$ cat src/rtl/fetch_sequencer.sv
// fetch_sequencer: program counter and fetch controller.
// Drives a registered byte address into a combinational instruction memory,
// latches the returned word, and presents it downstream over valid/ready.
// One instruction is in flight at a time (IDLE -> FETCH -> ISSUE), so the
// issue rate is at most one instruction every two cycles.
//
// Handshake: instr/instr_pc are valid while instr_valid=1 and stay stable
// until the cycle where instr_valid & instr_ready are both high; that cycle
// is the transfer. redirect_valid/redirect_target are only looked at in the
// transfer cycle. pc_clear overrides everything, including a transfer.
module fetch_sequencer #(
  parameter int ADDR_W   = 8,
  parameter int STEP     = 4,
  parameter int RESET_PC = 0,
  parameter int CNT_W    = 16
) (
  input  logic              clk,
  input  logic              rst_n,
  input  logic              run,
  input  logic              pc_clear,
  output logic [ADDR_W-1:0] imem_address,
  input  logic [31:0]       imem_instruction,
  output logic [31:0]       instr,
  output logic [ADDR_W-1:0] instr_pc,
  output logic              instr_valid,
  input  logic              instr_ready,
  input  logic              redirect_valid,
  input  logic [ADDR_W-1:0] redirect_target,
  output logic [CNT_W-1:0]  retired,
  output logic              misaligned,
  output logic [1:0]        dbg_state
);

  typedef enum logic [1:0] {
    IDLE  = 2'd0,
    FETCH = 2'd1,
    ISSUE = 2'd2
  } state_t;

  localparam logic [ADDR_W-1:0] PC_INIT = ADDR_W'(RESET_PC);
  localparam logic [ADDR_W-1:0] STEP_V  = ADDR_W'(STEP);

  state_t            state;
  state_t            state_nxt;
  logic [ADDR_W-1:0] pc;
  logic              handshake;

  // State register; pc_clear is folded into the next-state logic.
  always_ff @(posedge clk or negedge rst_n) begin
    if (!rst_n) begin
      state <= IDLE;
    end else begin
      state <= state_nxt;
    end
  end

  // Next state: IDLE waits for run, FETCH always issues, ISSUE waits for transfer.
  always_comb begin
    state_nxt = state;
    if (pc_clear) begin
      state_nxt = IDLE;
    end else begin
      case (state)
        IDLE:    if (run) state_nxt = FETCH;
        FETCH:   state_nxt = ISSUE;
        ISSUE:   if (handshake) state_nxt = run ? FETCH : IDLE;
        default: state_nxt = IDLE;
      endcase
    end
  end

  // Outputs decoded from the registered state.
  always_comb begin
    instr_valid = (state == ISSUE);
    handshake   = instr_valid & instr_ready;
    dbg_state   = state;
  end

  // The memory address is the pc register itself.
  assign imem_address = pc;

  // Datapath: pc update, instruction latch, retire counter, misalignment flag.
  always_ff @(posedge clk or negedge rst_n) begin
    if (!rst_n) begin
      pc         <= PC_INIT;
      instr      <= '0;
      instr_pc   <= '0;
      retired    <= '0;
      misaligned <= 1'b0;
    end else if (pc_clear) begin
      // A transfer in this same cycle is deliberately not counted.
      pc         <= PC_INIT;
      retired    <= '0;
      misaligned <= 1'b0;
    end else begin
      case (state)
        FETCH: begin
          instr    <= imem_instruction;
          instr_pc <= pc;
          pc       <= pc + STEP_V;  // wraps modulo 2^ADDR_W
        end
        ISSUE: begin
          if (handshake) begin
            if (retired != {CNT_W{1'b1}}) retired <= retired + CNT_W'(1);
            if (redirect_valid) begin
              pc <= {redirect_target[ADDR_W-1:2], 2'b00};
              if (redirect_target[1:0] != 2'b00) misaligned <= 1'b1;
            end
          end
        end
        default: ;
      endcase
    end
  end

endmodule

$ cat config.mk
export PLATFORM = sky130hd
export DESIGN_NAME = fetch_sequencer
export DESIGN_NICKNAME = d
export VERILOG_FILES = /design/src/rtl/fetch_sequencer.sv
export SDC_FILE = /design/constraint.sdc
export NUM_CORES = 1
export LEC_CHECK = 0
export ABC_AREA = 0
export ABC_CLOCK_PERIOD_IN_PS = 1550
export CORE_ASPECT_RATIO = 2
export CORE_MARGIN = 2
export CORE_UTILIZATION = 40
export CTS_BUF_LIST = sky130_fd_sc_hd__clkbuf_4 sky130_fd_sc_hd__clkbuf_8
export CTS_CLUSTER_SIZE = 25
export DETAILED_ROUTE_END_ITERATION = 6
export PLACE_DENSITY = 0.88
export SKIP_CTS_REPAIR_TIMING = 1
export SLEW_MARGIN = 20
export SYNTH_ARGS = -nofsm -noshare
export SYNTH_HDL_FRONTEND = slang
export SYNTH_SLANG_ARGS = --single-unit
$ cat constraint.sdc
create_clock -name clk -period 1.55 [get_ports clk]
set_input_delay 0.155 -clock clk [delete_from_list [all_inputs] [get_ports clk]]
set_output_delay 0.155 -clock clk [all_outputs]
set_load 0.01 [all_outputs]
==> results.sh, run 1 <==
export IMPL_status="complete, but fails checks"
export IMPL_violations="setup timing"
export IMPL_clock_skew_final_ns=0.00434
export IMPL_ys_seq_elements=63
export IMPL_synth_async_reset_ratio=1.00
export IMPL_crit_path_top_delay_cell="nor4_4"
export IMPL_clock_latency_ns=0.34
export IMPL_die_h_um=124
export IMPL_worstSetupStartpointType="flop"
export IMPL_syn_to_final_growth_pct=70.3
export IMPL_clockBufferDepth=2
export IMPL_dr_pass1_iters=4
export IMPL_crit_chain="nand4_1 -> nor4_4 -> nor3_2 -> buf_4 -> xnor2_2 -> nor2_1"
export IMPL_track_usage=0.197
export IMPL_via_count=2496
export IMPL_yosys_most_used_dff="dfrtp_1"
export IMPL_synth_compound_gate_area_share=0.0624
export IMPL_hpwl_um=5810
export IMPL_vias_per_cell=5.19
export IMPL_nNetsFinal=435
export IMPL_cts_sink_count=63
export IMPL_fin_crit_sh=1.06
export IMPL_hold_ws_ns=0.246
export IMPL_cp_required_ns=1.78
export IMPL_hold_viol=0
export IMPL_cts_root_buf="clkbuf_8"
export IMPL_power_total_mw=4.78
export IMPL_core_um2=6940
export IMPL_cts_tree="built"
export IMPL_synth_fa_ha_area_frac=0.00873
export IMPL_p_per_area_nw_per_um2=981
export IMPL_start_util=0.413
export IMPL_antenna_left=0
export IMPL_synth_xor_area_frac=0.0336
export IMPL_synth_mux_area_frac=0.157
export IMPL_drive_above_1_share=0.325
export IMPL_crit_path_end_kind="flop"
export IMPL_routabilityCongestion=0.810
export IMPL_final_util=0.703
export IMPL_grt_pass1_wl_um=11800
export IMPL_drt_total_wl_um=8570
export IMPL_mappedNetlistArea_um2=2870
export IMPL_hold_path_class="in2async"
export IMPL_yosysTopAreaCell="dfrtp_1"
export IMPL_dp_slack_ns=-0.252
export IMPL_antenna_cells=0
export IMPL_yosysSeqAreaShare=0.550
export IMPL_placedCellCount=458
export IMPL_drv_slew=0
export IMPL_synth_top_family_by_area="multiplexers"
export IMPL_p_leak_nw=2.43
export IMPL_synth_area_leaders="dfrtp_1 (55%), mux2_2 (15%), nand3_1 (2.1%), nor2_1 (2.1%), xor2_1 (1.8%)"
export IMPL_die_area_um2=7900
export IMPL_synth_avg_cell_area_um2=12.2
export IMPL_fin_crit_ns=1.64
export IMPL_antenna_found_initial=0
export IMPL_design_area_um2=4880
export IMPL_setup_viol=30
export IMPL_cts_buffers=9
export IMPL_fin_ws_ns=-0.0900
export IMPL_placed_area_um2=4330
export IMPL_synth_simple_area_share=0.155
export IMPL_ys_warn_count=0
export IMPL_drv_cap=0
export IMPL_clk_pin_slew_ns=0.07
export IMPL_grt_overflow_total=0
export IMPL_yosysUniqueCellTypes=45
export IMPL_drt_iter0_drc=142
export IMPL_crit_arrival_ns=1.87
export IMPL_fin_cells=481
export IMPL_ctsHtreeMaxLevel=3
export IMPL_synth_top_area_frac=0.550
export IMPL_max_freq_ghz=0.610
export IMPL_path_max_fanout=5
export IMPL_setup_tns_final_ns=-0.964
export IMPL_routedWlPerCell_um=17.8
export IMPL_critical_path_class="reg2reg"
export IMPL_grt_pass1_vias=2540
export IMPL_path_delay_family="simple AND/OR/NAND/NOR gates"
export IMPL_synth_edf_count=0
export IMPL_ir_drop_uv=743
export IMPL_rsz0062_at_grt="yes"
export IMPL_cpPeakStageDelay_ns=0.46
export IMPL_netlist_instances=234
export IMPL_io_pins=114
export IMPL_worst_path_buf_inv=1
export IMPL_grt_max_degree=37
export IMPL_drc=0
export IMPL_io_buffers=109
export IMPL_row_count=43
export IMPL_die_w_um=63.8
-- cell usage in the layout, fill, tap and decap left out, types with 2 or more instances in the layout --
| master | n |
|---|---|
| clkdlybuf4s50_1 | 92 |
| dfrtp_1 | 57 |
| mux2_4 | 34 |
| buf_4 | 33 |
| dlymetal6s2s_1 | 16 |
| nor2_1 | 14 |
| clkbuf_8 | 12 |
| nand3_1 | 9 |
| nand2_1 | 8 |
| o21ai_0 | 8 |
| and3_1 | 7 |
| a21oi_1 | 6 |
| xor2_1 | 6 |
| dfrtp_2 | 6 |
| mux2_2 | 4 |
| conb_1 | 4 |
| buf_12 | 4 |
| inv_1 | 3 |
| nor3_1 | 3 |
| xnor2_1 | 3 |
| nand4_1 | 3 |
| nand3_2 | 3 |
| buf_6 | 3 |
| nand2b_4 | 2 |
| o31ai_1 | 2 |
| a41o_1 | 2 |
| nor4b_1 | 2 |
| and4_1 | 2 |
| nor3_4 | 2 |
| and2_1 | 2 |
| nor3_2 | 2 |
| xnor2_2 | 2 |
| clkinv_2 | 2 |
| clkbuf_16 | 2 |
-- flip-flops by register name (all words and copies together), names as in the netlist --
signal        count
retired          16
instr_pc          6
instr            32
dbg_state         2
misaligned        1
imem_address      6
-- path summary, 6_finish.rpt --
path	startpoint	end	slack, ns	cells after the start
min in group clk	run	dbg_state[0]	0.38	2
worst min register to register	instr[29]	instr[29]	0.51	1
max in group asynchronous	rst_n	imem_address[5]	0.64	4
worst max-delay path	retired[9]	retired[3]	-0.09	6
worst max register to register	retired[9]	retired[3]	-0.09	6
worst min-delay path	rst_n	instr_pc[3]	0.25	2
-- cell usage after synthesis (2+ instances only) --
master and number:
nor4b_1 2, a21oi_1 6, dfrtp_1 63, xor2_1 6, a41o_1 2, nor2b_1 2, xnor2_1 5, nor3_2 3
and3_1 7, o31ai_1 3, and2_1 3, mux2_2 38, nand4_1 3, nand3_1 12, o21ai_0 9, nand2_1 8
inv_1 3, nand2b_1 2, nor3_1 4, and4_1 2, buf_2 5, nand4_2 2, ha_1 2, nor2_1 16
clkbuf_1 3, buf_4 4
-- layout make-up --
type / count / area [um^2]
Sequential cell: 63 / 1580
Fill cell: 464 / 2060
Clock inverter: 3 / 17.5
Tap cell: 90 / 113
Clock buffer: 12 / 165
Timing Repair Buffer: 152 / 1550
Multi-Input combinational cell: 157 / 1440
Inverter: 4 / 15.0
-- worst reg2reg max path: stages (launching register included) --
cell and delay, ns:
dfrtp_1 0.39, nand4_1 0.20, nor4_4 0.47, nor3_2 0.13
buf_4 0.17, xnor2_2 0.12, nor2_1 0.05
-- per-layer routing --
| metal | up-vias | share of wire | global-route usage |
|---|---|---|---|
| met4 | 0 | 0.026 | 0.105 |
| met3 | 17 | 0.041 | 0.0488 |
| met1 | 1245 | 0.34 | 0.193 |
| met5 | - | 0 | 0 |
| met2 | 92 | 0.59 | 0.370 |
| li1 | 1142 | - | - |
-- where the power goes --
group          internal [mW]  leakage [nW]  switching (mW)
Clock                  0.696        0.0942           0.617
Sequential              1.91         0.795           0.176
Combinational          0.913          1.54           0.476
-- cell families after synthesis --
group                      Yosys count
buffers and inverters               17
DFF                                 63
xor gates and xnor gates            11
and+or+nand+nor                     73
other                                1
muxes                               40
adders and majority gates            2
AOI/OAI and AO/OA                   27
(Power assumes the default switching activity.)
==> inputs of run 2 (changes only) <==
--- a/config.mk
+++ b/config.mk
@@ -5,11 +5,11 @@
 export SDC_FILE = /design/constraint.sdc
 export NUM_CORES = 1
 export LEC_CHECK = 0
-export ABC_AREA = 0
+export ABC_AREA = 1
 export ABC_CLOCK_PERIOD_IN_PS = 1550
 export CORE_ASPECT_RATIO = 2
 export CORE_MARGIN = 2
-export CORE_UTILIZATION = 40
+export CORE_UTILIZATION = 41
 export CTS_BUF_LIST = sky130_fd_sc_hd__clkbuf_4 sky130_fd_sc_hd__clkbuf_8
 export CTS_CLUSTER_SIZE = 25
 export DETAILED_ROUTE_END_ITERATION = 6
==> results.sh, run 2 <==
export IMPL_clock_latency_ns=0.35
export IMPL_setup_viol=0
export IMPL_start_util=0.420
export IMPL_drive_above_1_share=0.246
export IMPL_max_freq_ghz=0.655
export IMPL_io_pins=114
export IMPL_track_usage=0.223
export IMPL_p_per_area_nw_per_um2=1060
export IMPL_synth_edf_count=0
export IMPL_layout_common_cells="clkdlybuf4s50_1 (102), nand2_1 (70), dfrtp_1 (53)"
export IMPL_cp_required_ns=1.79
export IMPL_cts_root_buf="clkbuf_8"
export IMPL_synthTopCellsByCount="nand2_1 (82), dfrtp_1 (63), mux2_2 (32), nor2_1 (30), inv_1 (28)"
export IMPL_ys_warn_count=0
export IMPL_timing_rr_start="retired[1]"
export IMPL_antenna_found_initial=0
export IMPL_grt_pass1_vias=2738
export IMPL_worstSetupStartpointType="flop"
export IMPL_cts_sink_count=63
export IMPL_drt_iter0_drc=125
export IMPL_cts_tree="built"
export IMPL_ys_seq_elements=63
export IMPL_startpoint="retired[1]"
export IMPL_cts_buffers=9
export IMPL_die_h_um=126
export IMPL_grt_pass1_wl_um=13600
export IMPL_core_um2=7210
export IMPL_netlist_instances=327
export IMPL_drv_slew=0
export IMPL_p_leak_nw=2.15
export IMPL_yosys_most_used_dff="dfrtp_1"
export IMPL_synth_avg_cell_area_um2=9.27
export IMPL_antenna_left=0
export IMPL_hold_path_class="in2async"
export IMPL_synth_top_area_frac=0.520
export IMPL_dr_pass1_iters=4
export IMPL_grt_max_degree=64
export IMPL_largest_reg_flops=32
export IMPL_ir_drop_uv=809
export IMPL_cpPeakStageDelay_ns=0.36
export IMPL_antenna_cells=0
export IMPL_vias_per_cell=4.91
export IMPL_synth_async_reset_ratio=1.00
export IMPL_yosysUniqueCellTypes=28
export IMPL_clock_skew_final_ns=0.0103
export IMPL_fin_crit_sh=0.986
export IMPL_regMostFlops="instr"
export IMPL_crit_chain="ha_2 -> nand2_4 -> nor2_4 -> nand2_2 -> nor2_1 -> nand2_1 -> nand2_4 -> clkbuf_16 -> o21ai_2"
export IMPL_critical_path_class="reg2reg"
export IMPL_nNetsFinal=510
export IMPL_hpwl_um=6440
export IMPL_grt_overflow_total=0
export IMPL_drv_cap=0
export IMPL_fin_ws_ns=0.0223
export IMPL_fin_cells=559
export IMPL_hold_viol=0
export IMPL_fin_crit_ns=1.53
export IMPL_power_total_mw=5.00
export IMPL_clockBufferDepth=2
export IMPL_crit_arrival_ns=1.76
export IMPL_clk_pin_slew_ns=0.07
export IMPL_rsz0062_at_grt="yes"
export IMPL_io_buffers=109
export IMPL_die_w_um=64.8
export IMPL_final_common_cell="clkdlybuf4s50_1"
export IMPL_placedCellCount=536
export IMPL_crit_top_cell="nand2_4"
export IMPL_yosysTopAreaCell="dfrtp_1"
export IMPL_die_area_um2=8140
export IMPL_drc=0
export IMPL_dp_slack_ns=-0.0374
export IMPL_via_count=2747
export IMPL_syn_to_final_growth_pct=54.9
export IMPL_r2r_cells=9
export IMPL_crit_path_end_kind="flop"
export IMPL_drt_total_wl_um=8700
export IMPL_mappedNetlistArea_um2=3030
export IMPL_crit_path_top_delay_cell="dfrtp_1"
export IMPL_yosysSeqAreaShare=0.520
export IMPL_routabilityCongestion=0.869
export IMPL_path_max_fanout=7
export IMPL_synth_most_common_cell="nand2_1"
export IMPL_synth_area_leaders="dfrtp_1 (52%), mux2_2 (12%), nand2_1 (10%), nor2_1 (3.7%), inv_1 (3.5%)"
export IMPL_status="complete, no violations"
export IMPL_reg_top3="instr x32, retired x16"
export IMPL_row_count=44
export IMPL_final_util=0.651
export IMPL_ctsHtreeMaxLevel=3
export IMPL_routedWlPerCell_um=15.6
==> run 2: cell types whose count changed after synthesis, sizes merged, moves of 6 or more <==
| cell | previous run | this run |
|---|---|---|
| nand2 | 8 | 85 |
| inv | 4 | 31 |
| o21ai | 9 | 31 |
| nor2 | 16 | 32 |
| nand3 | 12 | 20 |
| mux2 | 39 | 32 |
| nor3 | 7 | 0 |
| and3 | 7 | 1 |
==> run 2: path summary, 6_finish.rpt <==
kind                                   end  slack [ns]
min in group clk              dbg_state[0]        0.40
setup / recovery                retired[1]        0.02
hold / removal                    instr[4]        0.38
hold reg to reg                instr_pc[2]        0.50
setup reg to reg                retired[1]        0.02
max in group asynchronous  imem_address[4]        0.87
==> run 2: per-stage QoR <==
| stage | hold WS (ns) | TNS (ns) | cell area (um^2) |
|---|---|---|---|
| final | 0.377 | 0 | 4700 |
| after global routing | 0.399 | -0.630 | 4700 |
| after CTS | -0.182 | -0.456 | 4530 |
| after detailed placement | 0.207 | -0.610 | 4320 |
| after global placement | 0.189 | -0.320 | 4320 |
| after floorplan | -0.141 | 0 | 3040 |
==> run 2: metal layers <==
metal	track usage	vias to the layer above	routed length [um]
met2	0.417	86	5090
met4	0.121	0	291
li1	-	1312	-
met3	0.0438	23	396
met5	0	-	0
met1	0.219	1326	2920
==> run 2: layout make-up <==
| type | instances | area, um^2 |
|---|---|---|
| fill | 589 | 2510 |
| multi-input combinational | 223 | 1310 |
| sequential | 63 | 1590 |
| clock buffer | 10 | 131 |
| tap | 92 | 115 |
| clock inverter | 6 | 85.1 |
| inverter | 32 | 125 |
| timing repair buffer | 133 | 1350 |
==> run 2: cells by family (layout without fill, tap and decap cells) <==
logic type / count (synthesis) / in the layout / share of synthesized area
muxes: 32 / 32 / 0.119
DFF: 63 / 63 / 0.520
buffers and inverters: 44 / 181 / 0.0697
AOI/OAI and AO/OA: 37 / 37 / 0.0681
and+or+nand+nor: 141 / 141 / 0.194
other: 1 / 4 / 0.00124
adders and majority gates: 2 / 2 / 0.00825
xor gates and xnor gates: 7 / 7 / 0.0202
==> run 2: critical path: cells and delay by family (launching register included) <==
kind                     cells  cell delay (ns)
AND/OR/NAND/NOR              6             0.61
flip-flops                   1             0.36
adder cells (fa/ha/maj)      1             0.21
buffers and inverters        1             0.18
AO/OA/AOI/OAI                1             0.05
==> run 2: where the power goes <==
part	switching (mW)	total, mW	internal [mW]	leakage [nW]
registers	0.162	2.07	1.91	0.789
logic	0.537	1.35	0.809	1.25
clock network	0.663	1.58	0.916	0.106
total	1.36	5.00	3.64	2.15
